===== config.mk =====
export PLATFORM = sky130hd
export DESIGN_NAME = equality_stream
export DESIGN_NICKNAME = d
export VERILOG_FILES = /design/src/rtl/equality_stream.sv
export SDC_FILE = /design/constraint.sdc
export NUM_CORES = 1
export LEC_CHECK = 0
export BUFFER_PORTS_ARGS = -buffer_cell sky130_fd_sc_hd__buf_2
export CORE_MARGIN = 5
export CORE_UTILIZATION = 30
export DETAILED_ROUTE_END_ITERATION = 6
export HOLD_SLACK_MARGIN = 0.05
export PLACE_DENSITY_LB_ADDON = 0.05
export SETUP_SLACK_MARGIN = 0.3
export SLEW_MARGIN = 20
export SYNTH_ARGS = -nofsm -noshare
export SYNTH_HDL_FRONTEND = slang
export SYNTH_SLANG_ARGS = --single-unit

===== constraint.sdc =====
create_clock -name clk -period 2 [get_ports clk]
set_clock_uncertainty 0.15 [all_clocks]
set_input_delay 0.2 -clock clk [delete_from_list [all_inputs] [get_ports clk]]
set_output_delay 0.2 -clock clk [all_outputs]
set_load 0.01 [all_outputs]

===== src/rtl/equality_stream.sv =====
// equality_stream: registered masked comparator (eq/neq/lt/gt) on valid/ready streams with a saturating match counter.
// Ports:
//   clk, reset (async, active-high)
//   in_valid/in_ready, a, b, mode, signed_cmp, mask : input pair stream and its compare controls
//   out_valid/out_ready, result, eq, lt, gt         : one-deep registered result stream
//   clr_count, match_count, count_sat                : true-result counter, sticky saturation flag
module equality_stream #(
   parameter int WIDTH = 4,
   parameter int CNT_W = 8
) (
   input  logic             clk,
   input  logic             reset,
   input  logic             in_valid,
   output logic             in_ready,
   input  logic [WIDTH-1:0] a,
   input  logic [WIDTH-1:0] b,
   input  logic [1:0]       mode,
   input  logic             signed_cmp,
   input  logic [WIDTH-1:0] mask,
   output logic             out_valid,
   input  logic             out_ready,
   output logic             result,
   output logic             eq,
   output logic             lt,
   output logic             gt,
   input  logic             clr_count,
   output logic [CNT_W-1:0] match_count,
   output logic             count_sat
);
   localparam logic [0:0] EMPTY = 1'b0;
   localparam logic [0:0] FULL  = 1'b1;

   logic [0:0]       state;
   logic [WIDTH-1:0] am, bm;
   logic             eq_c, lt_c, gt_c, res_c, accept;
   logic [CNT_W-1:0] cnt_inc;

   assign am = a & mask;
   assign bm = b & mask;
   assign out_valid = (state == FULL);
   assign in_ready = !out_valid || out_ready;
   assign accept = in_valid && in_ready;
   assign cnt_inc = match_count + CNT_W'(1);

   // The sign bit is taken from the masked operand, so masking it off makes the value non-negative.
   always_comb begin
      eq_c = (am == bm);
      lt_c = signed_cmp ? ($signed(am) < $signed(bm)) : (am < bm);
      gt_c = !eq_c && !lt_c;
      res_c = mode[1] ? (mode[0] ? gt_c : lt_c) : (mode[0] ? !eq_c : eq_c);
   end

   always_ff @(posedge clk or posedge reset) begin
      if (reset) begin
         state <= EMPTY;
         result <= 1'b0;
         eq <= 1'b0;
         lt <= 1'b0;
         gt <= 1'b0;
      end else if (accept) begin
         state <= FULL;
         result <= res_c;
         eq <= eq_c;
         lt <= lt_c;
         gt <= gt_c;
      end else if (out_ready) begin
         state <= EMPTY;
      end
   end

   // Clear has priority, so a true pair accepted in the clear cycle is not counted.
   always_ff @(posedge clk or posedge reset) begin
      if (reset) begin
         match_count <= '0;
         count_sat <= 1'b0;
      end else if (clr_count) begin
         match_count <= '0;
         count_sat <= 1'b0;
      end else if (accept && res_c && !count_sat) begin
         match_count <= cnt_inc;
         count_sat <= &cnt_inc;
      end
   end
endmodule


# Word level (Yosys, flattened, before mapping)
# Cells that the tools add are included.
word_totals:
  ff_bits: 14
  latch_bits: 0
  ramBits: 0
  romBits: 0
  input_bits: 20
  out_inout_bits: 15
  wordCells: 35
  n_memories: 0
classes:
  addsub: 1
  multipliers: 0
  n_div: 0
  n_lt_le_gt_ge: 2
  eq_ne: 1
  shifts: 0
  mux: 10
  bitwise_logic: 2
  reduce_logical: 12
ops:
  columns: ["cell", "count"]
  rows:
  - ["8-bit 2-to-1 mux", 2]
  - ["8-bit by 1-bit adder with 8-bit output (second input constant)", 1]
  - ["4-bit bitwise AND", 2]
  - ["4-bit < comparator", 2]
  - ["1-bit 2-to-1 mux", 8]
  - ["8-bit AND reduction", 1]
  - ["4-bit equality test", 1]
  - ["1-bit logical AND", 4]
  - ["1-bit zero test", 4]
  - ["2-bit nonzero test", 2]
  - ["1-bit logical OR", 1]

# Depth between registers and ports, before layout
# Gate-level depths: netlist (run 1).
logic_depth:
  word_depth: 11
  depth_mapped: 8
  ltp_nobuf: 7

# Least setup slack after synthesis (run 1)
# Ideal clock, no wire load.
synth_path:
  path_type: "in2reg"
  startpoint: "in mask[2]"
  endpoint: "reg match_count[7]"
  setup_time_ps: 128
  t_arrival_ps: 1870
  required_ps: 1722
  path_slack_ps: -147
  path_stages: 8
  path_buffers: 1
  path_cell_list: "and2_1 -> ha_1 -> and4_1 -> buf_2 -> a31oi_4 -> o21ai_2 -> o32ai_2 -> mux2_1"
synth_between:
  elab_chain_cells: 10
  elab_cells_between_ends: 15
  cone_classes: "order compare: 2; eq/ne: 1; mux: 4; bitwise: 2; reduce/logical: 6"
synth_lines:
  columns: ["item", "line", "source"]
  rows:
  - ["start: declaration", "19", "input logic [WIDTH-1:0] mask,"]
  - ["4-bit bitwise AND (on tied branches)", "38, 39", null]
  - ["4-bit < comparator", "48", "lt_c = signed_cmp ? ($signed(am) < $signed(bm)) : (am < bm);"]
  - ["1-bit 2-to-1 mux", "48", null]
  - ["1-bit zero test", "49", "gt_c = !eq_c && !lt_c;"]
  - ["1-bit logical AND", "49", null]
  - ["1-bit 2-to-1 mux", "50", "res_c = mode[1] ? (mode[0] ? gt_c : lt_c) : (mode[0] ? !eq_c : eq_c);"]
  - ["1-bit 2-to-1 mux *", "50", null]
  - ["1-bit logical AND * (2 in series)", "79", "end else if (accept && res_c && !count_sat) begin"]
  - ["2-bit nonzero test (no line) *", null, null]
  - ["end signal: assignment", "80", "match_count <= cnt_inc;"]
  - ["end: declaration", "27", "output logic [CNT_W-1:0] match_count,"]
# Mark *: on every way between the ends. The rest lies on a longest branch, timed or not.
# A chain may end at the register's enable or synchronous reset.

# Worst setup path after layout (run 1)
layout_path:
  startpoint: "in mask[1]"
  endpoint: "reg match_count[1]"
# Same word-level chain as after synthesis.

==> results.py, run 1 <==
metrics = {
    "run_status": {
        "status": "finished, final reports clean",
    },
    "worst_setup_path": {
        "crit_path_start_kind": "input port",
        "critical_path_class": "in -> reg",
        "cp.required_ns": 1.99,
        "timing.rr.start": "match_count[1]",
        "worstSetupStartpoint": "mask[1]",
        "data_arrival_time_of_the_critical_path_ns": 1.98,
        "crit_path_end_kind": "flip-flop",
        "worstPathMaxFanout": 8,
    },
    "sta": {
        "timing.fmax_mhz": 502.5,
        "slew_headroom": 0.6119,
        "min_period_ns": 1.990,
        "setup_viol_count_final": 0,
        "worst-slew-pin-transition_ns": 0.5815,
        "finalHoldViolations": 0,
        "rsz0062_at_grt": "true",
        "final_slew_violations": 0,
        "final_min_period_over_clock_period": 0.9951,
    },
    "die": {
        "floorplan.die_area_mm2": 0.005350,
        "die_w_um": 73.15,
        "die-height_um": 73.15,
        "floorplan.rows": 23,
        "start_util": 0.3034,
        "floorplan.io_pins": 35,
        "placeable_area_mm2": 0.003943,
    },
    "global_route": {
        "maximum_number_of_pins_on_one_net_before_global_route_repair": 17,
        "grt_first_pass_wirelength_mm": 5.602,
        "number_of_global_route_vias_before_repair": 1176,
        "global_route.overflow_total": 0,
        "global_route.usage.total": 0.1365,
        "antenna_found_initial": 0,
    },
    "drt": {
        "detail_route.wirelength_mm": 3.589,
        "drc_errors": 0,
        "drt_pre_antenna_iters": 4,
        "route.detailed.vias_per_inst": 5.034,
        "violation_count_after_the_first_detailed_route_iteration": 30,
        "vias": 1198,
        "postRouteAntennaNets": 0,
        "routed_wire_length_per_instance_um": 15.08,
    },
    "logic_synthesis": {
        "synth_top_area_share": 0.2929,
        "postSynthNetCount": 153,
        "synth.yosys.seq_area_share": 0.2929,
        "synth_cell_type_count": 43,
        "postSynth.topFlopCell": "dfrtp_1",
        "cell_area_after_technology_mapping_mm2": 0.001196,
        "postSynthCellCount": 127,
        "synth_enable_flop_cells": 0,
        "synth-warning-count": 0,
        "netlist.top_cell.by_area": "dfrtp_1",
        "synth.top_cells.by_area": "dfrtp_1 29%, ha_1 6.3%, mux2_2 5.6%",
        "synthesis.area_per_instance_um2": 9.418,
        "synth-seq-cells": 14,
        "asyncSetResetFlopFracSynth": 1.000,
    },
    "cells_and_area": {
        "area_of_the_multi_input_gates_mm2": 0.001069,
        "layout_common_cells": "32 x buf_2, 20 x buf_4, 15 x nand2_1",
        "fillCellCount": 389,
        "stdcell_area_mm2": 0.001956,
        "layout-area-overhead-vs-synth_pct": 63.49,
        "final-seq-area_um2": 351.6,
        "antenna_cells": 0,
        "drive_gt1_frac": 0.6117,
        "final_util": 0.4960,
        "mostFrequentLayoutCell": "buf_2",
        "finalNetCount": 215,
    },
    "placed_design": {
        "detailed_placer_s_ending_hpwl_mm": 2.645,
        "replace_congestion": 0.8783,
        "portBuffers": 34,
        "placement.cell_area_mm2": 0.001582,
    },
    "hold_path": {
        "timing.hold.worst.class": "in -> reg",
        "min_from": "out_ready",
    },
    "power_and_ir_drop": {
        "power.net_switching_w": 0.0002988,
        "pwr_per_cell_area_mw_per_mm2": 494.5,
        "clock_power_share": 0.298,
        "share_seq_of_total_power": 0.325,
        "share_of_total_power_in_combinational_logic": 0.376,
        "power.switching_fraction": 0.3090,
        "intPower_w": 0.0006683,
        "vdd.ir_drop.worst_uv": 248.9,
        "leakage_power_summed_over_all_cells_nw": 0.8490,
    },
    "clock_tree": {
        "cts.clk_slew.worst_paths_ns": 0.07,
        "clk-insertion-delay-late_ns": 0.25,
        "cts_h_tree_depth": 1,
        "clockBufferDepth": 2,
        "cts-buffers-inserted": 3,
        "cts_tree": "yes",
        "tritoncts_num_sinks": 14,
        "clock_tree.root_cell": "clkbuf_8",
    },
    "job": {
        "timing.max_cap.violations": 0,
    },
}
==> stage by stage <==
stage | TNS [ns] | worst slack, ns | cells | power (W) | hold WS [ns]
after floorplan | -0.5859 | -0.09260 | 127 | 0.0004804 | -0.06078
after global placement | -1.906 | -0.2660 | 222 | 0.0005758 | 0.1359
after detailed placement | -2.171 | -0.2942 | 222 | 0.0005841 | 0.1404
after CTS | 0 | 0.04456 | 233 | 0.0009209 | 0.1768
after global routing | -0.06947 | -0.02163 | 238 | 0.001018 | 0.2131
final | 0 | 0.009879 | 238 | 0.0009671 | 0.1918
==> worst max-delay path, stage by stage <==
cell and delay (ns):
buf_6 0.09, and2_4 0.15, ha_4 0.23, nor2b_4 0.12
o211a_4 0.23, o311a_4 0.40, o22a_4 0.25, mux2_4 0.29
==> repair_timing <==
item                       CTS  global route
resized for setup           14            27
setup endpoints to repair   10            10
pin swaps                    7            12
buffers inserted             5             5
hold endpoints to repair    15             0
hold buffers                 2             0
==> power groups by stage <==
stage	sequential [W]	clock (W)	combinational (W)
after global routing	0.000317	0.000309	0.000392
after global placement	0.000319	0	0.000256
final	0.000315	0.000289	0.000364
after floorplan	0.000331	0	0.000149
after CTS	0.000315	0.000299	0.000307
after detailed placement	0.000321	0	0.000263
==> cells by family after synthesis <==
logic type	Yosys count	share of synthesized area
AO/OA/AOI/OAI	23	0.1914
XOR/XNOR	3	0.02197
adder cells (fa/ha/maj)	6	0.06276
buffers and inverters	8	0.02614
flip-flops	14	0.2929
multiplexers	10	0.1004
AND/OR/NAND/NOR	63	0.3044
==> cell usage after synthesis, types with 3 or more instances <==
| library cell | instances |
|---|---|
| nor2b_1 | 8 |
| mux2_2 | 6 |
| nand3_1 | 4 |
| dfrtp_1 | 14 |
| nand2b_1 | 3 |
| o21ai_0 | 4 |
| o22ai_1 | 3 |
| o2111ai_1 | 3 |
| nor2_1 | 12 |
| and2_1 | 5 |
| inv_1 | 5 |
| ha_1 | 6 |
| nand2_1 | 17 |
==> state kept, by name, summed over array words and instances, names as in the netlist <==
signal       count
match_count      8
count_sat        1
eq               1
gt               1
lt               1
out_valid        1
result           1
==> per-layer routing <==
layer  track usage  vias up  wire, um
met3       0.02204        2       169
met2        0.2453       25      1880
met4       0.03689        0        20
li1              -      588         -
met5             0        -         0
met1        0.1662      583      1519
==> worst paths after layout <==
check / endpoint / slack [ns] / cells past startpoint
worst max register to register: match_count[4] / 0.05 / 5
max in group asynchronous: match_count[2] / 0.88 / 3
worst max-delay path: match_count[1] / 0.01 / 8
worst min-delay path: out_valid / 0.19 / 5
min in group asynchronous: match_count[0] / 0.40 / 3
worst min register to register: gt / 0.32 / 2
==> area by class of cell <==
type / instances / share of cell area
Multi-Input combinational cell: 105 / 0.5464
Timing Repair Buffer: 59 / 0.2022
Sequential cell: 14 / 0.1798
Tap cell: 50 / 0.03199
Clock buffer: 4 / 0.02815
Inverter: 6 / 0.01152
No activity file was read; power rests on OpenSTA's default activity.
==> run 2, diff against run 1 <==
--- a/config.mk
+++ b/config.mk
@@ -5,6 +5,7 @@
 export SDC_FILE = /design/constraint.sdc
 export NUM_CORES = 1
 export LEC_CHECK = 0
+export ABC_AREA = 1
 export BUFFER_PORTS_ARGS = -buffer_cell sky130_fd_sc_hd__buf_2
 export CORE_MARGIN = 5
 export CORE_UTILIZATION = 30
==> run 2 against run 1 <==
  * Sequential power hardly changed
  * Wire length down 30%
  * Sequential cell count stayed put
  * Combinational power down 39%
  * Sequential share of layout area increased by 6.8 points
  * Synthesized area decreased by 13%
  * Largest power group is now sequential cells
  * Cell count shrank 2.5%
  * First-iteration DRC count rose by 60%
  * Register-to-register slack better by 0.31 ns
==> results.py, run 2 <==
metrics = {
    "logic_synthesis": {
        "postSynth.topFlopCell": "dfrtp_1",
        "synth-seq-cells": 14,
        "yosys-top-cells-count": "42 x nand2_1, 20 x inv_1, 14 x dfrtp_1, 14 x nand3_1, 10 x nand4_1",
        "synth_adder_area_share": 0.07229,
        "synth_enable_flop_cells": 0,
        "synth.mux.area_fraction": 0,
        "synth_cell_type_count": 23,
        "postSynthCellCount": 142,
        "synth_compound_gate_area_share": 0.03012,
        "netlist.top_cell.by_area": "dfrtp_1",
        "synth.top_cells.by_area": "dfrtp_1 34%, nand2_1 15%, ha_1 7.2%",
        "cell_area_after_technology_mapping_mm2": 0.001038,
        "synthesis.area_per_instance_um2": 7.313,
        "postSynthNetCount": 168,
        "synth-warning-count": 0,
        "combinational_family_with_the_most_area_after_synthesis": "simple AND/OR/NAND/NOR gates",
        "yosys.area_share.simple": 0.4253,
        "synth-xor-area-share": 0.02530,
        "synth_top_area_share": 0.3373,
        "synth.yosys.seq_area_share": 0.3373,
        "asyncSetResetFlopFracSynth": 1.000,
        "yosysMostFrequentCell": "nand2_1",
    },
    "run_status": {
        "status": "finished, final reports clean",
    },
    "cells_and_area": {
        "layout-area-overhead-vs-synth_pct": 36.39,
        "largest_reg_flops": 8,
        "registers.top_by_ff_count": "match_count",
        "mostFrequentLayoutCell": "nand2_1",
        "layout_common_cells": "39 x nand2_1, 34 x buf_2, 20 x inv_1",
        "stdcell_area_mm2": 0.001416,
        "finalNetCount": 213,
        "antenna_cells": 0,
        "drive_gt1_frac": 0.3495,
        "final_util": 0.4244,
    },
    "global_route": {
        "number_of_global_route_vias_before_repair": 1023,
        "global_route.overflow_total": 0,
        "maximum_number_of_pins_on_one_net_before_global_route_repair": 18,
        "grt_first_pass_wirelength_mm": 4.340,
        "global_route.usage.total": 0.1230,
        "antenna_found_initial": 0,
    },
    "clock_tree": {
        "cts.clk_slew.worst_paths_ns": 0.09,
        "clockBufferDepth": 2,
        "cts_tree": "yes",
        "cts_h_tree_depth": 1,
        "clock_tree.root_cell": "clkbuf_4",
        "tritoncts_num_sinks": 14,
        "cts-buffers-inserted": 3,
        "clk-insertion-delay-late_ns": 0.28,
    },
    "die": {
        "placeable_area_mm2": 0.003337,
        "die_w_um": 68.84,
        "floorplan.die_area_mm2": 0.004738,
        "floorplan.io_pins": 35,
        "floorplan.rows": 21,
        "start_util": 0.3112,
        "die-height_um": 68.84,
    },
    "power_and_ir_drop": {
        "pwr_per_cell_area_mw_per_mm2": 525.0,
        "vdd.ir_drop.worst_uv": 174.3,
        "leakage_power_summed_over_all_cells_nw": 0.8154,
    },
    "worst_setup_path": {
        "data_arrival_time_of_the_critical_path_ns": 1.66,
        "critical_path_class": "in -> reg",
        "crit_path_end_kind": "flip-flop",
        "timing.rr.start": "match_count[1]",
        "worstSetupStartpoint": "out_ready",
        "crit_top_cell": "dlygate4sd3_1",
        "critical_path.slowest_cell": "dlygate4sd3_1",
        "timing.critical_path.cells": "dlygate4sd3_1 > buf_2 > inv_2 > nand2_2 > nand2_4 > nand2_1 > dlygate4sd3_1",
        "timing.critical_path.slowest_cell_delay_ns": 0.55,
        "worstPathMaxFanout": 4,
        "crit_path_start_kind": "input port",
        "reg2regPathDepth": 11,
        "timing.reg2reg.setup_slack_ns": 0.36,
        "cp.required_ns": 2.01,
        "regToRegEndpoint": "count_sat",
    },
    "sta": {
        "rsz0062_at_grt": "true",
        "setup_viol_count_final": 0,
        "final_slew_violations": 0,
        "timing.fmax_mhz": 608.6,
        "min_period_ns": 1.643,
        "worst-slew-pin-transition_ns": 0.5629,
        "setup_tns_ns": 0,
        "final_min_period_over_clock_period": 0.8216,
        "slew_headroom": 0.6243,
        "finalHoldViolations": 0,
    },
    "drt": {
        "route.detailed.vias_per_inst": 4.448,
        "postRouteAntennaNets": 0,
        "detail_route.wirelength_mm": 2.512,
        "drc_errors": 0,
        "vias": 1032,
        "routed_wire_length_per_instance_um": 10.83,
        "violation_count_after_the_first_detailed_route_iteration": 48,
        "drt_pre_antenna_iters": 3,
    },
    "placed_design": {
        "replace_congestion": 0.7287,
        "portBuffers": 34,
        "detailed_placer_s_ending_hpwl_mm": 1.930,
        "placement.cell_area_mm2": 0.001261,
    },
    "hold_path": {
        "hold_depth": 4,
        "timing.hold.worst.class": "in -> reg",
        "hold_path_end": "gt",
        "min_from": "in_valid",
    },
    "job": {
        "timing.max_cap.violations": 0,
    },
}
run 2: changes by cell type after synthesis, sizes merged, moves of 5 or more:
| cell | before | now |
|---|---|---|
| nor2b | 10 | 0 |
| and2 | 5 | 0 |
| nand3 | 6 | 17 |
| nand4 | 1 | 11 |
| mux2 | 10 | 0 |
| nor2 | 14 | 9 |
| nand2 | 17 | 48 |
| inv | 6 | 25 |
run 2: kinds of logic (layout without fill, tap and decap cells):
family | count (synthesis) | after routing
and+or+nand+nor | 85 | 86
buffers and inverters | 29 | 72
DFF | 14 | 14
adders and majority gates | 6 | 6
AOI/OAI and AO/OA | 5 | 5
xor gates and xnor gates | 3 | 3
run 2: area by class of cell:
class / count / area (um2)
Clock buffer: 4 / 36.28
Fill cell: 384 / 1921
Inverter: 28 / 111.4
Multi-Input combinational cell: 100 / 635.6
Sequential cell: 14 / 350.3
Tap cell: 46 / 57.56
Timing Repair Buffer: 40 / 225.2
run 2: worst max-delay path: cells and delay by family:
kind	cells	cell delay [ns]
buf+inv	4	1.26
simple gates	3	0.21
run 2: layer usage:
metal  global-route usage  wire length (um)  vias to the layer above
li1                     -                 -                      541
met1               0.1482              1097                      471
met2               0.2145              1279                       18
met3              0.01621               100                        2
met4              0.05839                35                        0
met5                    0                 0                        -
run 2: where the power goes:
| group | internal (W) | switching, W | total, W |
|---|---|---|---|
| Sequential | 0.000305 | 0.0000114 | 0.000316 |
| Combinational | 0.0000912 | 0.000130 | 0.000221 |
| Clock | 0.000111 | 0.0000960 | 0.000207 |
run 2: timing repair:
action	in CTS	in global routing
pin swaps	0	9
hold buffers	4	0
endpoints found under the setup margin	1	10
buffers inserted	2	0
endpoints found under the hold margin	16	0
gates cloned	0	1
gates resized for setup	0	11
run 2: worst max-delay path by stage:
| stage | to | slack, ns | cells after the start |
|---|---|---|---|
| 6_report | out_valid | 0.36 | 7 |
| 5_1_grt | count_sat | 0.20 | 11 |
| 4_1_cts | count_sat | 0.32 | 11 |
| 3_5_place_dp | count_sat | 0.08 | 15 |
| 3_3_place_gp | match_count[2] | 0.11 | 15 |
| 2_1_floorplan | match_count[2] | 0.35 | 14 |
run 2: per-stage QoR:
step / setup slack, ns / cells / power [W] / hold slack (ns)
global placement: 0.1081 / 221 / 0.0005144 / 0.1393
floorplan: 0.3529 / 142 / 0.0004500 / -0.06078
finish: 0.3569 / 232 / 0.0007435 / 0.08703
global route: 0.2029 / 232 / 0.0007995 / 0.1028
detailed placement: 0.07686 / 221 / 0.0005171 / 0.1485
CTS: 0.3158 / 231 / 0.0007403 / 0.1166
==> run 3, diff against run 2 <==
--- a/config.mk
+++ b/config.mk
@@ -5,7 +5,7 @@
 export SDC_FILE = /design/constraint.sdc
 export NUM_CORES = 1
 export LEC_CHECK = 0
-export ABC_AREA = 1
+export ABC_AREA = 0
 export BUFFER_PORTS_ARGS = -buffer_cell sky130_fd_sc_hd__buf_2
 export CORE_MARGIN = 5
 export CORE_UTILIZATION = 30
==> constraint.sdc (replaced) <==
create_clock -name clk -period 1.3 [get_ports clk]
set_clock_uncertainty 0.15 [all_clocks]
set_input_delay 0.13 -clock clk [delete_from_list [all_inputs] [get_ports clk]]
set_output_delay 0.13 -clock clk [all_outputs]
set_load 0.01 [all_outputs]
==> run 3 against run 2 <==
  * The flow now finishes with violations (negative hold slack, negative setup slack)
  * Cell count grew 12%
  * Register-to-register slack lost 0.99 ns
  * Largest cell class unchanged
  * Critical path type unchanged
  * Setup slack worse by 0.99 ns
  * Critical path depth grew 1
  * Via count grew 22%
==> results.py, run 3 (same netlist as run 1, synthesis figures left out) <==
metrics = {
    "drt": {
        "route.detailed.vias_per_inst": 4.827,
        "postRouteAntennaNets": 0,
        "vias": 1255,
        "drc_errors": 0,
        "routed_wire_length_per_instance_um": 14.26,
        "drt_pre_antenna_iters": 4,
        "detail_route.wirelength_mm": 3.708,
        "violation_count_after_the_first_detailed_route_iteration": 36,
    },
    "worst_setup_path": {
        "worst-path-buf-inv": 1,
        "critical_path_class": "in -> reg",
        "crit_path_end_kind": "flip-flop",
        "data_arrival_time_of_the_critical_path_ns": 1.91,
        "worst_path_depth": 8,
        "crit_path_start_kind": "input port",
        "worst_path_top_cell_family_by_delay": "compound AO/OA/AOI/OAI gates",
        "critical_path.slowest_cell": "o311a_4",
        "timing.critical_path.cells": "buf_6 > and2_4 > ha_4 > nor2b_4 > o211a_4 > o311a_4 > o21ai_4 > mux2_2",
        "timing.critical_path.slowest_cell_delay_ns": 0.45,
        "cp.required_ns": 1.28,
        "reg2regPathDepth": 6,
        "worstPathMaxFanout": 8,
    },
    "placed_design": {
        "portBuffers": 34,
        "replace_congestion": 0.7643,
        "placement.setup.worst_slack_ns": -0.9186,
        "detailed_placer_s_ending_hpwl_mm": 2.732,
    },
    "clock_tree": {
        "clock_tree.root_cell": "clkbuf_8",
        "clockBufferDepth": 2,
        "clk-insertion-delay-late_ns": 0.25,
        "cts_tree": "yes",
        "cts-buffers-inserted": 3,
        "cts.clk_slew.worst_paths_ns": 0.06,
        "tritoncts_num_sinks": 14,
        "cts_h_tree_depth": 1,
    },
    "sta": {
        "final_min_period_over_clock_period": 1.485,
        "min_period_ns": 1.930,
        "slew_headroom": 0.6120,
        "final_slew_violations": 0,
        "rsz0062_at_grt": "true",
        "timing.fmax_mhz": 518.0,
        "post-route-worst-setup-slack_ns": -0.6304,
        "worst-slew-pin-transition_ns": 0.5814,
        "finalHoldViolations": 14,
        "holdWs_ns": -0.2139,
        "setup_viol_count_final": 16,
    },
    "global_route": {
        "antenna_found_initial": 0,
        "global_route.overflow_total": 0,
        "global_route.usage.total": 0.1383,
        "number_of_global_route_vias_before_repair": 1300,
        "grt_first_pass_wirelength_mm": 5.796,
        "maximum_number_of_pins_on_one_net_before_global_route_repair": 17,
    },
    "cells_and_area": {
        "layout_common_cells": "32 x buf_4, 26 x buf_6, 24 x buf_2",
        "layout-area-overhead-vs-synth_pct": 87.13,
        "registers.top_by_ff_count": "match_count",
        "largest_reg_flops": 8,
        "drive_gt1_frac": 0.6810,
        "antenna_cells": 0,
        "finalNetCount": 238,
        "final_util": 0.5678,
        "mostFrequentLayoutCell": "buf_4",
    },
    "die": {
        "floorplan.die_area_mm2": 0.005350,
        "die_w_um": 73.15,
        "start_util": 0.3034,
        "floorplan.rows": 23,
        "floorplan.io_pins": 35,
        "die-height_um": 73.15,
        "placeable_area_mm2": 0.003943,
    },
    "power_and_ir_drop": {
        "pwr_per_cell_area_mw_per_mm2": 660.6,
        "vdd.ir_drop.worst_uv": 332.0,
        "leakage_power_summed_over_all_cells_nw": 0.9814,
    },
    "run_status": {
        "violations": "negative hold slack, negative setup slack",
        "status": "finished with violations",
    },
    "hold_path": {
        "timing.hold.worst.class": "in -> async",
    },
    "job": {
        "timing.max_cap.violations": 0,
    },
}
## run 3: metrics by stage
step	power (W)	area, um2	TNS [ns]	std cells
after floorplan	0.0007582	1308	-7.060	127
after global placement	0.0009394	1765	-9.564	241
after detailed placement	0.0009484	1765	-9.762	241
after CTS	0.001416	2064	-6.492	255
after global routing	0.001559	2238	-7.291	260
final	0.001479	2238	-6.585	260
## run 3: area by class of cell
class                           instances  area [um2]
Clock buffer                            3       41.29
Fill cell                             364        1704
Inverter                                6       25.02
Multi-Input combinational cell        105        1104
Sequential cell                        14       352.8
Tap cell                               50       62.56
Timing Repair Buffer                   82       653.1
## run 3: worst paths after layout
path                       slack [ns]              to       from
setup reg to reg                -0.63  match_count[4]  out_valid
hold / removal                  -0.21  match_count[7]      reset
hold reg to reg                  0.41          result     result
min in group clk                 0.06       out_valid   in_valid
max in group asynchronous        0.79  match_count[6]      reset
setup / recovery                -0.63  match_count[3]    mask[1]
## run 3: what timing repair did
item,in CTS,in global routing
gates resized for setup,37,26
cloned,0,0
buffers inserted,11,5
hold endpoints to repair,14,14
setup endpoints to repair,29,29
pin swaps,11,15
## run 3: worst register-to-register path, cell delays in order (launching register included)
cell and delay, ns:
dfrtp_1 0.36, nor2b_4 0.15, inv_4 0.06, nand3_2 0.08, or4_4 0.54, o22ai_4 0.16
mux2_4 0.32
## run 3: report_power, final
group / leakage (nW) / total (W) / internal, W / switching [W]
Combinational: 0.777 / 0.000633 / 0.000348 / 0.000286
Sequential: 0.183 / 0.000486 / 0.000468 / 0.0000174
Clock: 0.0216 / 0.000360 / 0.000205 / 0.000155
## run 3: layer usage
layer,up-vias,routed length [um],global-route usage
met1,602,1567,0.1642
met2,19,1989,0.2562
li1,632,-,-
met5,-,0,0
met4,0,17,0.01844
met3,2,134,0.03168
